===== src/rtl/zmux_ctrl_pkg.sv =====
// Shared types and constants for the zmux select controller.
// Holds the controller state enum, the minimum legal guard length and the stats counter width.
package zmux_ctrl_pkg;

    typedef enum logic [1:0] {
        IDLE  = 2'd0,
        GUARD = 2'd1,
        DWELL = 2'd2
    } ctrlStateT;

    localparam int GUARD_MIN = 2;
    localparam int STATS_W   = 16;

endpackage


===== src/rtl/zdwell_counter.sv =====
// Loadable up/down counter with hold input and terminal-count flag.
// Used by zmux_switch_ctrl for both the dwell count and the guard count.
module zdwell_counter #(
    parameter int W = 16
) (
    input  logic         iClk,
    input  logic         iRst,
    input  logic         iLoad,
    input  logic [W-1:0] iLoadVal,
    input  logic         iHold,
    input  logic         iDown,
    input  logic [W-1:0] iTerm,
    output logic         oTc
);

    logic [W-1:0] cntReg;

    // Load has priority over hold so a restart always takes effect.
    always_ff @(posedge iClk or posedge iRst) begin
        if (iRst) begin
            cntReg <= '0;
        end else if (iLoad) begin
            cntReg <= iLoadVal;
        end else if (!iHold) begin
            cntReg <= iDown ? (cntReg - W'(1)) : (cntReg + W'(1));
        end
    end

    assign oTc = (cntReg == iTerm);

endmodule


===== src/rtl/zmux_switch_ctrl.sv =====
// Break-before-make select controller for the photon-detector 2:1 mux (auto round-robin or manual).
// Defining ZMUX_SWITCH_CTRL_STATS_EN adds the 16-bit oSwitchCnt output counting completed switches.
module zmux_switch_ctrl
    import zmux_ctrl_pkg::*;
#(
    parameter int DWELL_W      = 16,
    parameter int GUARD_CYCLES = 4
) (
    input  logic               iClk,
    input  logic               iRst,
    input  logic               iEn,
    input  logic               iMode,
    input  logic               iManSel,
    input  logic [DWELL_W-1:0] iDwell,
    input  logic               iHold,
    output logic               oSel,
    output logic               oBlank,
    output logic               oSwitchPulse
`ifdef ZMUX_SWITCH_CTRL_STATS_EN
    ,
    output logic [STATS_W-1:0] oSwitchCnt
`endif
);

    localparam int GUARD_W = (GUARD_CYCLES > 2) ? $clog2(GUARD_CYCLES) : 1;
    localparam logic [GUARD_W-1:0] GUARD_LAST = GUARD_W'(GUARD_CYCLES - 1);

    if (GUARD_CYCLES < GUARD_MIN) begin : gGuardRangeCheck
        $error("zmux_switch_ctrl: GUARD_CYCLES must be at least %0d", GUARD_MIN);
    end

    ctrlStateT          stateReg;
    logic               selReg;
    logic               blankReg;
    logic               pulseReg;
    logic               targetReg;
    logic               modeReg;
    logic               guardFirstReg;
    logic [DWELL_W-1:0] dwellReg;
    logic [DWELL_W-1:0] dwellTerm;
    logic               dwellTc;
    logic               guardTc;
    logic               modeChange;

    // A latched dwell of 0 behaves as 1, so both terminate at count 0.
    assign dwellTerm  = (dwellReg == '0) ? '0 : (dwellReg - DWELL_W'(1));
    assign modeChange = (iMode != modeReg);

    zdwell_counter #(.W(DWELL_W)) uDwellCnt (
        .iClk    (iClk),
        .iRst    (iRst),
        .iLoad   ((stateReg != DWELL) || modeChange),
        .iLoadVal('0),
        .iHold   (iHold || !iMode),
        .iDown   (1'b0),
        .iTerm   (dwellTerm),
        .oTc     (dwellTc)
    );

    zdwell_counter #(.W(GUARD_W)) uGuardCnt (
        .iClk    (iClk),
        .iRst    (iRst),
        .iLoad   (stateReg != GUARD),
        .iLoadVal('0),
        .iHold   (1'b0),
        .iDown   (1'b0),
        .iTerm   (GUARD_LAST),
        .oTc     (guardTc)
    );

    always_ff @(posedge iClk or posedge iRst) begin
        if (iRst) begin
            stateReg      <= IDLE;
            selReg        <= 1'b0;
            blankReg      <= 1'b1;
            pulseReg      <= 1'b0;
            targetReg     <= 1'b0;
            modeReg       <= 1'b0;
            guardFirstReg <= 1'b0;
            dwellReg      <= '0;
        end else begin
            pulseReg <= 1'b0;
            modeReg  <= iMode;
            if (!iEn) begin
                // Abort anything in flight; the select keeps its current value.
                stateReg <= IDLE;
                blankReg <= 1'b1;
            end else begin
                case (stateReg)
                    IDLE: begin
                        stateReg      <= GUARD;
                        blankReg      <= 1'b1;
                        guardFirstReg <= 1'b1;
                        targetReg     <= iMode ? selReg : iManSel;
                    end
                    GUARD: begin
                        // Select moves only after one full blanked cycle.
                        if (guardFirstReg) begin
                            selReg        <= targetReg;
                            guardFirstReg <= 1'b0;
                        end
                        if (guardTc) begin
                            stateReg <= DWELL;
                            blankReg <= 1'b0;
                            pulseReg <= 1'b1;
                            dwellReg <= iDwell;
                        end
                    end
                    DWELL: begin
                        if (modeChange) begin
                            dwellReg <= iDwell;
                        end else if (iMode) begin
                            if (!iHold && dwellTc) begin
                                stateReg      <= GUARD;
                                blankReg      <= 1'b1;
                                guardFirstReg <= 1'b1;
                                targetReg     <= ~selReg;
                            end
                        end else if (!iHold && (iManSel != selReg)) begin
                            stateReg      <= GUARD;
                            blankReg      <= 1'b1;
                            guardFirstReg <= 1'b1;
                            targetReg     <= iManSel;
                        end
                    end
                    default: begin
                        stateReg <= IDLE;
                        blankReg <= 1'b1;
                    end
                endcase
            end
        end
    end

`ifdef ZMUX_SWITCH_CTRL_STATS_EN
    logic [STATS_W-1:0] switchCntReg;

    // Counts on the same edge that raises oSwitchPulse; wraps naturally.
    always_ff @(posedge iClk or posedge iRst) begin
        if (iRst) begin
            switchCntReg <= '0;
        end else if (iEn && (stateReg == GUARD) && guardTc) begin
            switchCntReg <= switchCntReg + STATS_W'(1);
        end
    end

    assign oSwitchCnt = switchCntReg;
`endif

    assign oSel         = selReg;
    assign oBlank       = blankReg;
    assign oSwitchPulse = pulseReg;

endmodule


===== config.mk =====
export PLATFORM = sky130hd
export DESIGN_NAME = zmux_switch_ctrl
export DESIGN_NICKNAME = d
export VERILOG_FILES = /design/src/rtl/zmux_ctrl_pkg.sv /design/src/rtl/zdwell_counter.sv /design/src/rtl/zmux_switch_ctrl.sv
export SDC_FILE = /design/constraint.sdc
export NUM_CORES = 1
export LEC_CHECK = 0
export ABC_AREA = 1
export BUFFER_PORTS_ARGS = -buffer_cell sky130_fd_sc_hd__buf_2
export CAP_MARGIN = 20
export CELL_PAD_IN_SITES_DETAIL_PLACEMENT = 1
export CELL_PAD_IN_SITES_GLOBAL_PLACEMENT = 1
export CORE_MARGIN = 2
export CORE_UTILIZATION = 39
export CTS_CLUSTER_DIAMETER = 100
export DETAILED_ROUTE_END_ITERATION = 8
export PLACE_DENSITY_LB_ADDON = 0.1
export SLEW_MARGIN = 20
export SYNTH_ARGS = -nofsm -noshare
export SYNTH_HDL_FRONTEND = slang
export SYNTH_HIERARCHICAL = 1
export SYNTH_SLANG_ARGS = --single-unit
export TNS_END_PERCENT = 10

===== constraint.sdc =====
create_clock -name iClk -period 4.9 [get_ports iClk]
set_clock_uncertainty 0.2 [all_clocks]
set_input_delay 0.245 -clock iClk [delete_from_list [all_inputs] [get_ports iClk]]
set_output_delay 0.245 -clock iClk [all_outputs]
set_load 0.02 [all_outputs]

==> summary.md <==
| Metric | Value |
|---|---|
| Critical-path top delay cell | nor3b_4 |
| Period utilisation layout | 0.670 |
| Setup CP Type | register to register |
| RD Place Congestion | 0.826 |
| CP Data Arrival Time | 3270 ps |
| Post-CTS sizing | 0 |
| Pre-CTS WS | 1690 ps |
| Die W | ~99 um |
| Placed insts | slightly below 700 |
| Setup TNS | 0 ps |
| Hold_ws | 161 ps |
| Post-Syn Instances | between 500 and 600 |
| R2R cell count | 18 |
| Synth area leader | dfrtp_1 |
| Worst skew pair latency | 290 ps |
| Worst Hold Class | primary input to async pin |
| Final antenna-violating net count | 0 |
| Worst path max stage delay | 500 ps |
| Root Driver | clkbuf_8 |
| RSZ-0062 raised after global routing | no |
| Final Hold Fails | 0 |
| Starting Density | 0.403 |
| # Post-CTS Setup Buffers | 0 |
| Syn Area/Cell | 6.61 um^2 |
| DRT iter0 DRCs | 51 |
| H-Tree Depth | 2 |
| Post-synthesis async set-or-reset flop share | 1.00 |
| Antenna diodes | 0 |
| Area of the core | 0.00872 mm^2 |
| Unique masters post-synth | 38 |
| Setup slack after layout | around 1600 ps |
| Routed vias/inst | 4.71 |
| Number of antenna violations at the first check in global routing | 0 |
| Cell Area, Synth | about 0.0035 mm^2 |
| Result of the run | complete, no violations |
| Highest net fanout along the worst path | 15 |
| Average wire per standard cell | 12.6 um |
| Port bufs | 24 |
| F_max | 305 MHz |
| Crit end category | register |
| Gr usage total | 0.200 |
| Fin crit period | 3280 ps |
| Final Core Density | 0.475 |
| Clock sink count | 42 |
| Area Overhead vs Synth | 18.0% |
| Reg clk slew, reported paths | 80 ps |
| Clock tree buffer depth | 2 |
| Main synth FF type | dfrtp_1 |
| Synth top area cells | dfrtp_1 (29%), nand2_1 (18%), inv_1 (8.7%) |
| DRC Markers | 0 |
| Worst Tran Pin Value | 932 ps |
| CP most frequent cell | nand2_1 |
| Worst VDD drop | 0.220 mV |
| Sequential fraction of the synthesis area | 0.300 |
| Total power density per cell area | 410 mW/mm^2 |
| Hold_buf cts | 19 |
| CTS tree | done |
| Setup-violating endpoint count in the final report | 0 |
| Non-Filler Instances | just over 700 |
| Leakage | 2.24 nW |
| Total CTS buffers | 5 |
| Number of global-route vias before repair | roughly 3600 |
| Drt pass-1 iters | 4 |
| Nets | 650 |
| Layout cell share with drive strength beyond 1 | 0.109 |
| CP Launch Type | register |
| Share of the synthesized area in the top cell type | 0.292 |
| Hpwl dp | about 7.4 mm |
| Final wirelength | around 9.1 mm |
| Via count | 3393 |
| Rel. slew slack | 0.378 |
| Chip height | 98.9 um |
| CP cell instances | inv_1 > ha_1 > nand3_2 > nor2_4 > nor3b_4 > nor2_1 > xnor2_1 > nand3_1 > nor3_1 > nand2_1 > nor2_1 > nor2_1 > nor2_1 > nand2_1 > nand2_1 > nand3_1 > nand2_1 > nand2_1 |
| Synth warn | 6 |
| Critical Path RT | between 4000 and 5000 ps |
| Row count | 34 |
| Max-cap viol count | 0 |
| Number of synthesized flops with an enable pin | 0 |
| Largest net degree at the start of global routing | 33 |
| I/O pin total | 25 |
| Die area | 0.00978 mm^2 |
| Fill count | ~1200 |
| Global-route wire length before repair | roughly 16 mm |
| Yosys reg bits | 42 |
| Fin. max-slew vios | 0 |
| GRT overflow | 0 |
per-stage QoR:
stage	power (mW)	cell area (um^2)
4_1_cts	1.70	4140
3_3_place_gp	1.38	3840
6_report	1.70	4140
3_5_place_dp	1.42	3840
5_1_grt	1.88	4140
2_1_floorplan	1.23	3650
placed cells by master (no fill, tap or decap):
master         instances
nand2_1              167
inv_1                 81
nor2_1                48
dfrtp_1               41
conb_1                40
nand3_1               38
buf_2                 24
o21ai_0               22
dlygate4sd3_1         19
xor2_1                18
a21oi_1               16
ha_1                  15
nand2_2                9
xnor2_1                8
clkbuf_8               8
inv_2                  7
nand4_1                6
nor3_1                 5
or2_2                  5
o21ai_1                5
a22o_1                 5
nor2_2                 4
o211ai_1               4
or2_1                  2
nand3b_1               2
nor3_2                 2
o21ai_4                1
o31ai_1                1
nand3_2                1
nor2_4                 1
nor3b_4                1
dfstp_2                1
and2_4                 1
nor2_8                 1
a21oi_2                1
clkinv_1               1
and2_1                 1
fa_1                   1
report_power, final:
group | leakage (nW) | total [mW] | internal [mW] | switching (mW)
Clock | 0.0575 | 0.263 | 0.142 | 0.120
Combinational | 1.68 | 0.859 | 0.323 | 0.537
Sequential | 0.502 | 0.579 | 0.465 | 0.114
cell usage after synthesis, types with 2 or more instances:
master    count
or2_2         5
o211ai_1      4
nand2_2       9
xnor2_1       8
o21ai_0      22
nor2_2        4
nand2_1     167
or2_1         2
inv_2         7
xor2_1       18
dfrtp_1      41
nor2_1       48
nand3b_1      2
a22o_1        5
nand4_1       6
nand3_1      38
buf_4         2
a21oi_1      16
inv_1        81
conb_1        2
buf_6         4
nor3_1        5
o21ai_1       5
nor3_2        2
ha_1         15
worst max-delay path, delay by kind of cell, from the launching register on:
| family | cells | cell delay, ps |
|---|---|---|
| XOR/XNOR | 1 | 200 |
| adder cells (fa/ha/maj) | 1 | 210 |
| buffers and inverters | 1 | 90 |
| flip-flops | 1 | 390 |
| AND/OR/NAND/NOR | 15 | 2100 |
cell families after synthesis:
family          after synthesis  synth area share
flops                        42             0.300
simple gates                294             0.369
buf+inv                      96             0.114
fa+ha+maj                    16            0.0592
xor+xnor                     26            0.0649
compound gates               55            0.0916
other cells                   2           0.00214
sequential cells by signal (all words and copies together), names as in the netlist:
name and flops:
oBlank 1, oSel 1, targetReg 1, uDwellCnt/cntReg 16
oSwitchPulse 1, modeReg 1, guardFirstReg 1, stateReg 2
uGuardCnt/cntReg 2, dwellReg 16
worst paths after layout:
| check | from | slack [ps] | to |
|---|---|---|---|
| setup / recovery | dwellReg[0] | 1620 | targetReg |
| hold / removal | iRst | 160 | uGuardCnt/cntReg[0] |
| setup reg to reg | dwellReg[0] | 1620 | targetReg |
| hold reg to reg | oBlank | 300 | oBlank |
| max in group asynchronous | iRst | 3400 | dwellReg[0] |
| min in group iClk | iHold | 200 | targetReg |
final cells by class:
class / instances / area, um^2 / area share
multi-input cells: 431 / 2200 / 0.531
well taps: 108 / 135 / 0.0326
clock buffers: 8 / 110 / 0.0266
flip-flops and latches: 42 / 1050 / 0.254
repair buffers: 43 / 310 / 0.0749
inverters: 89 / 334 / 0.0806
per-layer routing:
layer / wire length [um] / share of wire / track usage
met1: 4440 / 0.49 / 0.259
met2: 4410 / 0.48 / 0.362
met3: 117 / 0.013 / 0.0177
met4: 119 / 0.013 / 0.0443
met5: 0 / 0 / 0
(Power assumes the default switching activity.)
